===== src/rtl/fc_addrgener_param_2.sv =====
// Address generator for the FC layer engine: sweeps the input-neuron buffer two words per
// beat for every output-neuron group, with a linear weight address and accumulator flags.
module fc_addrgener_param_2 #(
  parameter int FC_INNEURON_ADDR_WIDTH = 10,
  parameter int FC_WEIGHT_ADDR_WIDTH   = 11,
  parameter int FC_GROUP_WIDTH         = 4,
  parameter int INNEURON               = 1024,
  parameter int OUTNEURON              = 64,
  parameter int PI                     = 4,
  parameter int PO                     = 4
) (
  input  logic                              clk,
  input  logic                              reset,
  input  logic                              start,
  input  logic                              enable,
  output logic                              busy,
  output logic [FC_INNEURON_ADDR_WIDTH-1:0] addra,
  output logic [FC_INNEURON_ADDR_WIDTH-1:0] addrb,
  output logic                              valid,
  output logic                              valid_b,
  output logic [FC_WEIGHT_ADDR_WIDTH-1:0]   weight_addr,
  output logic [FC_GROUP_WIDTH-1:0]         group_idx,
  output logic                              acc_clear,
  output logic                              acc_last,
  output logic                              done,
  output logic [1:0]                        state_dbg
);

  localparam int AW = FC_INNEURON_ADDR_WIDTH;
  localparam int WW = FC_WEIGHT_ADDR_WIDTH;
  localparam int GW = FC_GROUP_WIDTH;
  localparam int D  = INNEURON / PI;
  localparam int B  = (D + 1) / 2;
  localparam int G  = OUTNEURON / PO;

  localparam logic [AW-1:0] K_LAST  = AW'(B - 1);
  localparam logic [GW-1:0] G_LAST  = GW'(G - 1);
  localparam logic [AW:0]   D_WORDS = (AW + 1)'(D);

  typedef enum logic [1:0] {
    S_IDLE = 2'd0,
    S_RUN  = 2'd1,
    S_DONE = 2'd2
  } state_t;

  state_t          state_q, state_d;
  logic [AW-1:0]   k_q, k_d;
  logic [GW-1:0]   g_q, g_d;
  logic [WW-1:0]   w_q, w_d;

  logic [AW-1:0]   addra_q, addra_d;
  logic [AW-1:0]   addrb_q, addrb_d;
  logic            valid_q, valid_d;
  logic            valid_b_q, valid_b_d;
  logic [WW-1:0]   weight_addr_q, weight_addr_d;
  logic [GW-1:0]   group_idx_q, group_idx_d;
  logic            acc_clear_q, acc_clear_d;
  logic            acc_last_q, acc_last_d;
  logic            done_q, done_d;

  // Odd word of the current beat, one bit wider so 2k+1 == D is representable.
  logic [AW:0]     odd_word;
  logic            beat_last;
  logic            pass_last;

  assign odd_word  = {k_q, 1'b1};
  assign beat_last = (k_q == K_LAST);
  assign pass_last = beat_last && (g_q == G_LAST);

  always_comb begin
    state_d       = state_q;
    k_d           = k_q;
    g_d           = g_q;
    w_d           = w_q;
    addra_d       = addra_q;
    addrb_d       = addrb_q;
    weight_addr_d = weight_addr_q;
    group_idx_d   = group_idx_q;
    valid_d       = 1'b0;
    valid_b_d     = 1'b0;
    acc_clear_d   = 1'b0;
    acc_last_d    = 1'b0;
    done_d        = 1'b0;

    case (state_q)
      S_IDLE: begin
        if (start) begin
          state_d = S_RUN;
          k_d     = '0;
          g_d     = '0;
          w_d     = '0;
        end
      end

      S_RUN: begin
        if (enable) begin
          valid_d       = 1'b1;
          addra_d       = {k_q[AW-2:0], 1'b0};
          valid_b_d     = (odd_word < D_WORDS);
          addrb_d       = (odd_word < D_WORDS) ? odd_word[AW-1:0] : '0;
          weight_addr_d = w_q;
          group_idx_d   = g_q;
          acc_clear_d   = (k_q == '0);
          acc_last_d    = beat_last;

          // Counters stop on the final beat so they never leave their legal range.
          if (pass_last) begin
            state_d = S_DONE;
          end else begin
            w_d = w_q + WW'(1);
            if (beat_last) begin
              k_d = '0;
              g_d = g_q + GW'(1);
            end else begin
              k_d = k_q + AW'(1);
            end
          end
        end
      end

      S_DONE: begin
        state_d = S_IDLE;
        done_d  = 1'b1;
      end

      default: begin
        state_d = S_IDLE;
      end
    endcase
  end

  always_ff @(posedge clk or negedge reset) begin
    if (!reset) begin
      state_q       <= S_IDLE;
      k_q           <= '0;
      g_q           <= '0;
      w_q           <= '0;
      addra_q       <= '0;
      addrb_q       <= '0;
      valid_q       <= 1'b0;
      valid_b_q     <= 1'b0;
      weight_addr_q <= '0;
      group_idx_q   <= '0;
      acc_clear_q   <= 1'b0;
      acc_last_q    <= 1'b0;
      done_q        <= 1'b0;
    end else begin
      state_q       <= state_d;
      k_q           <= k_d;
      g_q           <= g_d;
      w_q           <= w_d;
      addra_q       <= addra_d;
      addrb_q       <= addrb_d;
      valid_q       <= valid_d;
      valid_b_q     <= valid_b_d;
      weight_addr_q <= weight_addr_d;
      group_idx_q   <= group_idx_d;
      acc_clear_q   <= acc_clear_d;
      acc_last_q    <= acc_last_d;
      done_q        <= done_d;
    end
  end

  // busy comes straight from the state flop, so it drops in the same cycle done pulses.
  assign busy        = (state_q != S_IDLE);
  assign addra       = addra_q;
  assign addrb       = addrb_q;
  assign valid       = valid_q;
  assign valid_b     = valid_b_q;
  assign weight_addr = weight_addr_q;
  assign group_idx   = group_idx_q;
  assign acc_clear   = acc_clear_q;
  assign acc_last    = acc_last_q;
  assign done        = done_q;
  assign state_dbg   = state_q;

endmodule


===== config.mk =====
export PLATFORM = sky130hd
export DESIGN_NAME = fc_addrgener_param_2
export DESIGN_NICKNAME = d
export VERILOG_FILES = /design/src/rtl/fc_addrgener_param_2.sv
export SDC_FILE = /design/constraint.sdc
export NUM_CORES = 1
export LEC_CHECK = 0
export CAP_MARGIN = 20
export CORE_AREA = 2 2 76 86
export DETAILED_ROUTE_END_ITERATION = 8
export DIE_AREA = 0 0 78 88
export PLACE_DENSITY = 0.77
export SLEW_MARGIN = 0
export SYNTH_ARGS = -nofsm -noshare
export SYNTH_HDL_FRONTEND = slang
export SYNTH_SLANG_ARGS = --single-unit

===== constraint.sdc =====
create_clock -name clk -period 4.96 [get_ports clk]
set_clock_uncertainty 0.2 [all_clocks]
set_input_delay 0.992 -clock clk [delete_from_list [all_inputs] [get_ports clk]]
set_output_delay 0.992 -clock clk [all_outputs]
set_load 0.01 [all_outputs]

==> reports/metrics.cfg, run 1 <==
[cells_and_area]
area_growth_pct=22.83
layout.cells.non_filler=422
fillers=532
nets=346
diodes=0
fin_area_sq_mm=0.003595
multiInputGateArea_sq_mm=0.001171
regArea_sq_mm=0.001652
drive_gt1_frac=0.05848

[min_path]
worstHoldPathCells=2
min_from=group_idx[0]
hold_class=reg2reg

[worst_setup_path]
crit_type=in2reg
rr_startpoint=k_q[7]
cp-end-kind=register
startpoint_type=input pin
crit_fanout=16
crit_arrival_ns=2.83
reg2regPathDepth=4
required_ns=4.98
cp-startpoint=enable

[die]
core-area_sq_mm=0.006006
die_height_microns=88
rows=30
design.die.area_sq_mm=0.006864
die_w_microns=78
io_pins=47
start_util=0.4873

[pwr]
power_frac_seq=0.496
total_power_mw=1.504
cellInternalPower_mw=1.034
clock_power_share=0.288
netSwitchingFraction=0.3126
switching_power_mw=0.4702
pwr-share-comb=0.217
powerDensity_mw_per_mm2=418.4
ir_drop_mv=0.2476
p_leak_nw=1.654

[run_status]
status=finished, final reports clean

[logic_synthesis]
synth_most_common_cell=nand2_1
ys_seq_elements=66
synth-async-reset-ratio=1.000
synth_top_area_frac=0.5643
synth_area_sq_mm=0.002927
synth_nets=305
avgSynthCellArea_sq_um=9.854
synthFlopType=dfrtp_1
ys_seq_area_frac=0.5643
ys_top_cells_by_area=dfrtp_1 (56%), nand2_1 (10%), a22o_1 (2.4%)
synth_area_leader_cell=dfrtp_1
synth_cell_types=45
synth_edf_count=0
ys.warnings.count=0
synth_cells=297
synth_common_cells=nand2_1 (80), dfrtp_1 (66), nand3_1 (12)

[clocking]
path_clk_slew_ns=0.07
cts_hold_buf=0
cts_setup_buffers=0
cts-root-buf=clkbuf_8
cts_tree=built
cts_sinks=66
cts_made_buffers=9
clock_latency_ns=0.34
cts_buffer_depth=2
ctsResizeCount=0
htreeDepth=3

[placed_design]
placed_area_sq_mm=0.003410
io_buffers=45
dp_hpwl_mm=4.126
place.gp.congestion=0.8420
dp_cells=407

[timing]
hold_viol_final=0
rsz0062_at_grt=no
finalSetupTns_ns=0
slew_violations=0
fin_crit_sh=0.5653
setup_viol=0
fmax_mhz=356.6
fin_crit_ns=2.804
whs_ns=0.2758
worstMarginPinSlew_ns=0.7289
relSlewSlack=0.5140

[grt]
grt.overflow.total=0
grtUsageTotal=0.2000
antenna_found_initial=0
grt_max_degree=55
grt_pass1_wl_mm=10.65
grt_pass1_vias=2239

[route]
avgRoutedWirePerCell_microns=14.73
antenna_left=0
route.detailed.drc=0
vias_per_cell=5.500
dr.pass1.iters=4
wl_mm=6.215
vias=2321
drt_iter0_drc=167

[job]
maxCapViolations=0

## cells by family (layout without fill, tap and decap cells)
logic type | Yosys count | count (layout) | share of synthesized area
AOI/OAI and AO/OA | 53 | 53 | 0.1308
muxes | 6 | 6 | 0.02052
adders and majority gates | 4 | 4 | 0.01710
and+or+nand+nor | 144 | 144 | 0.2304
buffers and inverters | 23 | 68 | 0.03549
DFF | 66 | 66 | 0.5643
other | 1 | 1 | 0.001281
## sequential cells by signal, summed over array words and instances, names as in the netlist
| register | cells |
|---|---|
| w_q | 11 |
| weight_addr | 11 |
| addrb | 10 |
| k_q | 10 |
| addra | 9 |
| g_q | 4 |
| group_idx | 4 |
| state_dbg | 2 |
| acc_clear | 1 |
| acc_last | 1 |
| done | 1 |
| valid | 1 |
| valid_b | 1 |
## metal layers
layer  wire length (microns)  global-route usage  share of wire
met2                    3024              0.3041           0.49
met1                    2846              0.2735           0.46
met4                     126              0.1132          0.020
met3                     217             0.03608          0.035
met5                       0                   0              0
## cell usage in the layout (no fill, tap or decap), drive strengths merged, types with 5 or more instances in the layout
| master | count |
|---|---|
| o21ai | 8 |
| a21oi | 7 |
| nand2 | 80 |
| inv | 5 |
| clkdlybuf4s50 | 44 |
| nand3 | 12 |
| nor2 | 10 |
| dfrtp | 66 |
| and3 | 9 |
| clkbuf | 12 |
| a22o | 8 |
| a31oi | 9 |
| nor3 | 10 |
| mux2i | 6 |
| nor4 | 6 |
## critical path, stage by stage
cell and delay, ns:
clkdlybuf4s50_1 0.51, nand3b_1 0.10, inv_1 0.37, buf_4 0.29, a21boi_0 0.22, a211o_1 0.34
## path summary, 6_finish.rpt
kind	endpoint	slack, ns
min in group asynchronous	addrb[9]	0.51
worst min register to register	group_idx[0]	0.28
max in group asynchronous	addra[7]	3.15
worst min-delay path	group_idx[0]	0.28
worst max-delay path	k_q[3]	2.16
worst max register to register	k_q[7]	2.52
## final cells by class
class / count / area share
Timing Repair Buffer: 48 / 0.1302
Clock buffer: 12 / 0.04038
Sequential cell: 66 / 0.4594
Tap cell: 80 / 0.02785
Multi-Input combinational cell: 208 / 0.3258
Clock inverter: 3 / 0.01114
Inverter: 5 / 0.005221
## power by group through the flow
stage	combinational, mW	sequential, mW	clock, mW
floorplan	0.214	0.720	0
global placement	0.317	0.749	0
detailed placement	0.327	0.753	0
CTS	0.329	0.744	0.439
global route	0.366	0.763	0.466
finish	0.326	0.746	0.433
## stage by stage
step	worst slack [ns]	util
floorplan	2.703	-
global placement	1.835	0.5677
detailed placement	1.786	0.5677
CTS	2.135	0.5985
global route	2.041	0.5985
finish	2.156	0.5985
(Power assumes the default switching activity.)
==> inputs of run 2 (changes only) <==
==> constraint.sdc (replaced) <==
create_clock -name clk -period 2.9 [get_ports clk]
set_clock_uncertainty 0.2 [all_clocks]
set_input_delay 0.58 -clock clk [delete_from_list [all_inputs] [get_ports clk]]
set_output_delay 0.58 -clock clk [all_outputs]
set_load 0.01 [all_outputs]
==> reports/metrics.cfg, run 2 (synthesis results as in run 1) <==
[placed_design]
dp_hpwl_mm=4.112  ; -0.34%
pre_cts_ws_ns=0.3625  ; -1.423 ns
io_buffers=45  ; unchanged
place.gp.congestion=0.8597  ; +2.1%
dp_cells=410  ; +0.74%

[timing]
whs_ns=0.05092  ; -0.2249 ns
relSlewSlack=0.5760  ; +0.06200
fin_crit_sh=0.8426
slew_violations=0  ; unchanged
fin_crit_ns=2.444
worstMarginPinSlew_ns=0.6336  ; -0.09533 ns
hold_viol_final=0  ; unchanged
rsz0062_at_grt=no
fmax_mhz=409.2
setup_viol=0  ; unchanged
finalSetupTns_ns=0  ; unchanged
worst_slack_ns=0.4564  ; -1.700 ns

[grt]
grt_pass1_vias=2285  ; +2.1%
grt_max_degree=34  ; -38%
grtUsageTotal=0.1963  ; -0.003735
grt.overflow.total=0  ; unchanged
grt_pass1_wl_mm=10.46  ; -1.8%
antenna_found_initial=0  ; unchanged

[die]
die_height_microns=88  ; unchanged
start_util=0.4873  ; unchanged
die_w_microns=78  ; unchanged
design.die.area_sq_mm=0.006864  ; unchanged
core-area_sq_mm=0.006006  ; unchanged
rows=30  ; unchanged
io_pins=47  ; unchanged

[cells_and_area]
nets=349  ; +0.87%
multiInputGateArea_sq_mm=0.001171  ; unchanged
layout.cells.non_filler=424  ; +0.47%
finalCoreUtilization=0.5969  ; -0.001667
fillers=533  ; +0.19%
diodes=0  ; unchanged
final_common_cell=nand2_1
regArea_sq_mm=0.001652  ; unchanged
layout_common_cells=nand2_1 (80), dfrtp_1 (66), clkdlybuf4s50_1 (44), nand3_1 (12)
area_growth_pct=22.49
drive_gt1_frac=0.05814  ; -0.0003400

[clocking]
htreeDepth=3  ; unchanged
cts_setup_buffers=0  ; unchanged
cts_made_buffers=9  ; unchanged
cts_sinks=66  ; unchanged
clock_latency_ns=0.33  ; about the same
cts_buffer_depth=2  ; unchanged
ctsResizeCount=0  ; unchanged
cts_tree=built
cts_hold_buf=0  ; unchanged
cts-root-buf=clkbuf_8
path_clk_slew_ns=0.07  ; about the same

[min_path]
hold_class=in2async

[job]
maxCapViolations=0  ; unchanged

[worst_setup_path]
required_ns=2.95  ; -2.03 ns
rrSetupSlack_ns=0.46  ; -2.06 ns
startpoint_type=register
crit_type=reg2reg
crit_fanout=11  ; -5
cp-end-kind=register
rr_startpoint=k_q[7]
cp-startpoint=k_q[7]
reg2regPathDepth=4  ; unchanged
cp-endpoint=k_q[6]
timing.rr.end=k_q[6]
crit_arrival_ns=2.50  ; -0.33 ns

[route]
vias_per_cell=5.538  ; +0.69%
drt_iter0_drc=217  ; +30%
avgRoutedWirePerCell_microns=14.64  ; -0.57%
route.detailed.drc=0  ; unchanged
wl_mm=6.209  ; about the same
antenna_left=0  ; unchanged
dr.pass1.iters=5  ; +1
vias=2348  ; +1.2%

[pwr]
ir_drop_mv=0.3086  ; +25%
powerDensity_mw_per_mm2=689.8  ; +65%
p_leak_nw=1.648  ; -0.31%

[run_status]
status=finished, final reports clean

[run 2: cell types whose count changed in the layout (fill, tap and decap cells not counted)]
| cell | before | now |
|---|---|---|
| bufinv_16 | 1 | 0 |
| buf_4 | 3 | 6 |
| clkinv_2 | 2 | 0 |
| clkbuf_1 | 2 | 4 |
[run 2: worst max-delay path, cell delays in order (launching register included)]
cell	delay, ns
dfrtp_1	0.46
or3_1	0.53
nor4_4	0.63
o21ai_2	0.30
a31oi_1	0.24
[run 2: worst min path at each step]
stage / endpoint / slack, ns / start / depth (start not counted)
2_1_floorplan: acc_clear / 0.08 / reset / 0
3_3_place_gp: group_idx[0] / 0.26 / group_idx[0] / 2
3_5_place_dp: weight_addr[9] / 0.26 / weight_addr[9] / 2
4_1_cts: addrb[9] / 0.06 / reset / 1
5_1_grt: state_dbg[1] / 0.09 / reset / 1
6_report: addra[1] / 0.05 / reset / 1
[run 2: stage by stage]
step	power, mW	cell area (sq um)
3_5_place_dp	1.852	3432
6_report	2.473	3585
4_1_cts	2.489	3585
5_1_grt	2.631	3585
2_1_floorplan	1.598	2927
3_3_place_gp	1.825	3432
[run 2: cell type report]
class	instances	area share
Clock buffer	14	0.04258
Sequential cell	66	0.4607
Tap cell	80	0.02792
Timing Repair Buffer	51	0.1368
Inverter	5	0.005236
Multi-Input combinational cell	208	0.3267
[run 2: where the power goes]
group | switching, mW | internal, mW
Clock | 0.311 | 0.326
Sequential | 0.193 | 1.08
Combinational | 0.284 | 0.280
Total | 0.787 | 1.69
[run 2: per-layer routing]
metal / part of all wire / track usage
met5: 0 / 0
met4: 0.016 / 0.1116
met3: 0.058 / 0.05361
met2: 0.47 / 0.3025
met1: 0.45 / 0.2525
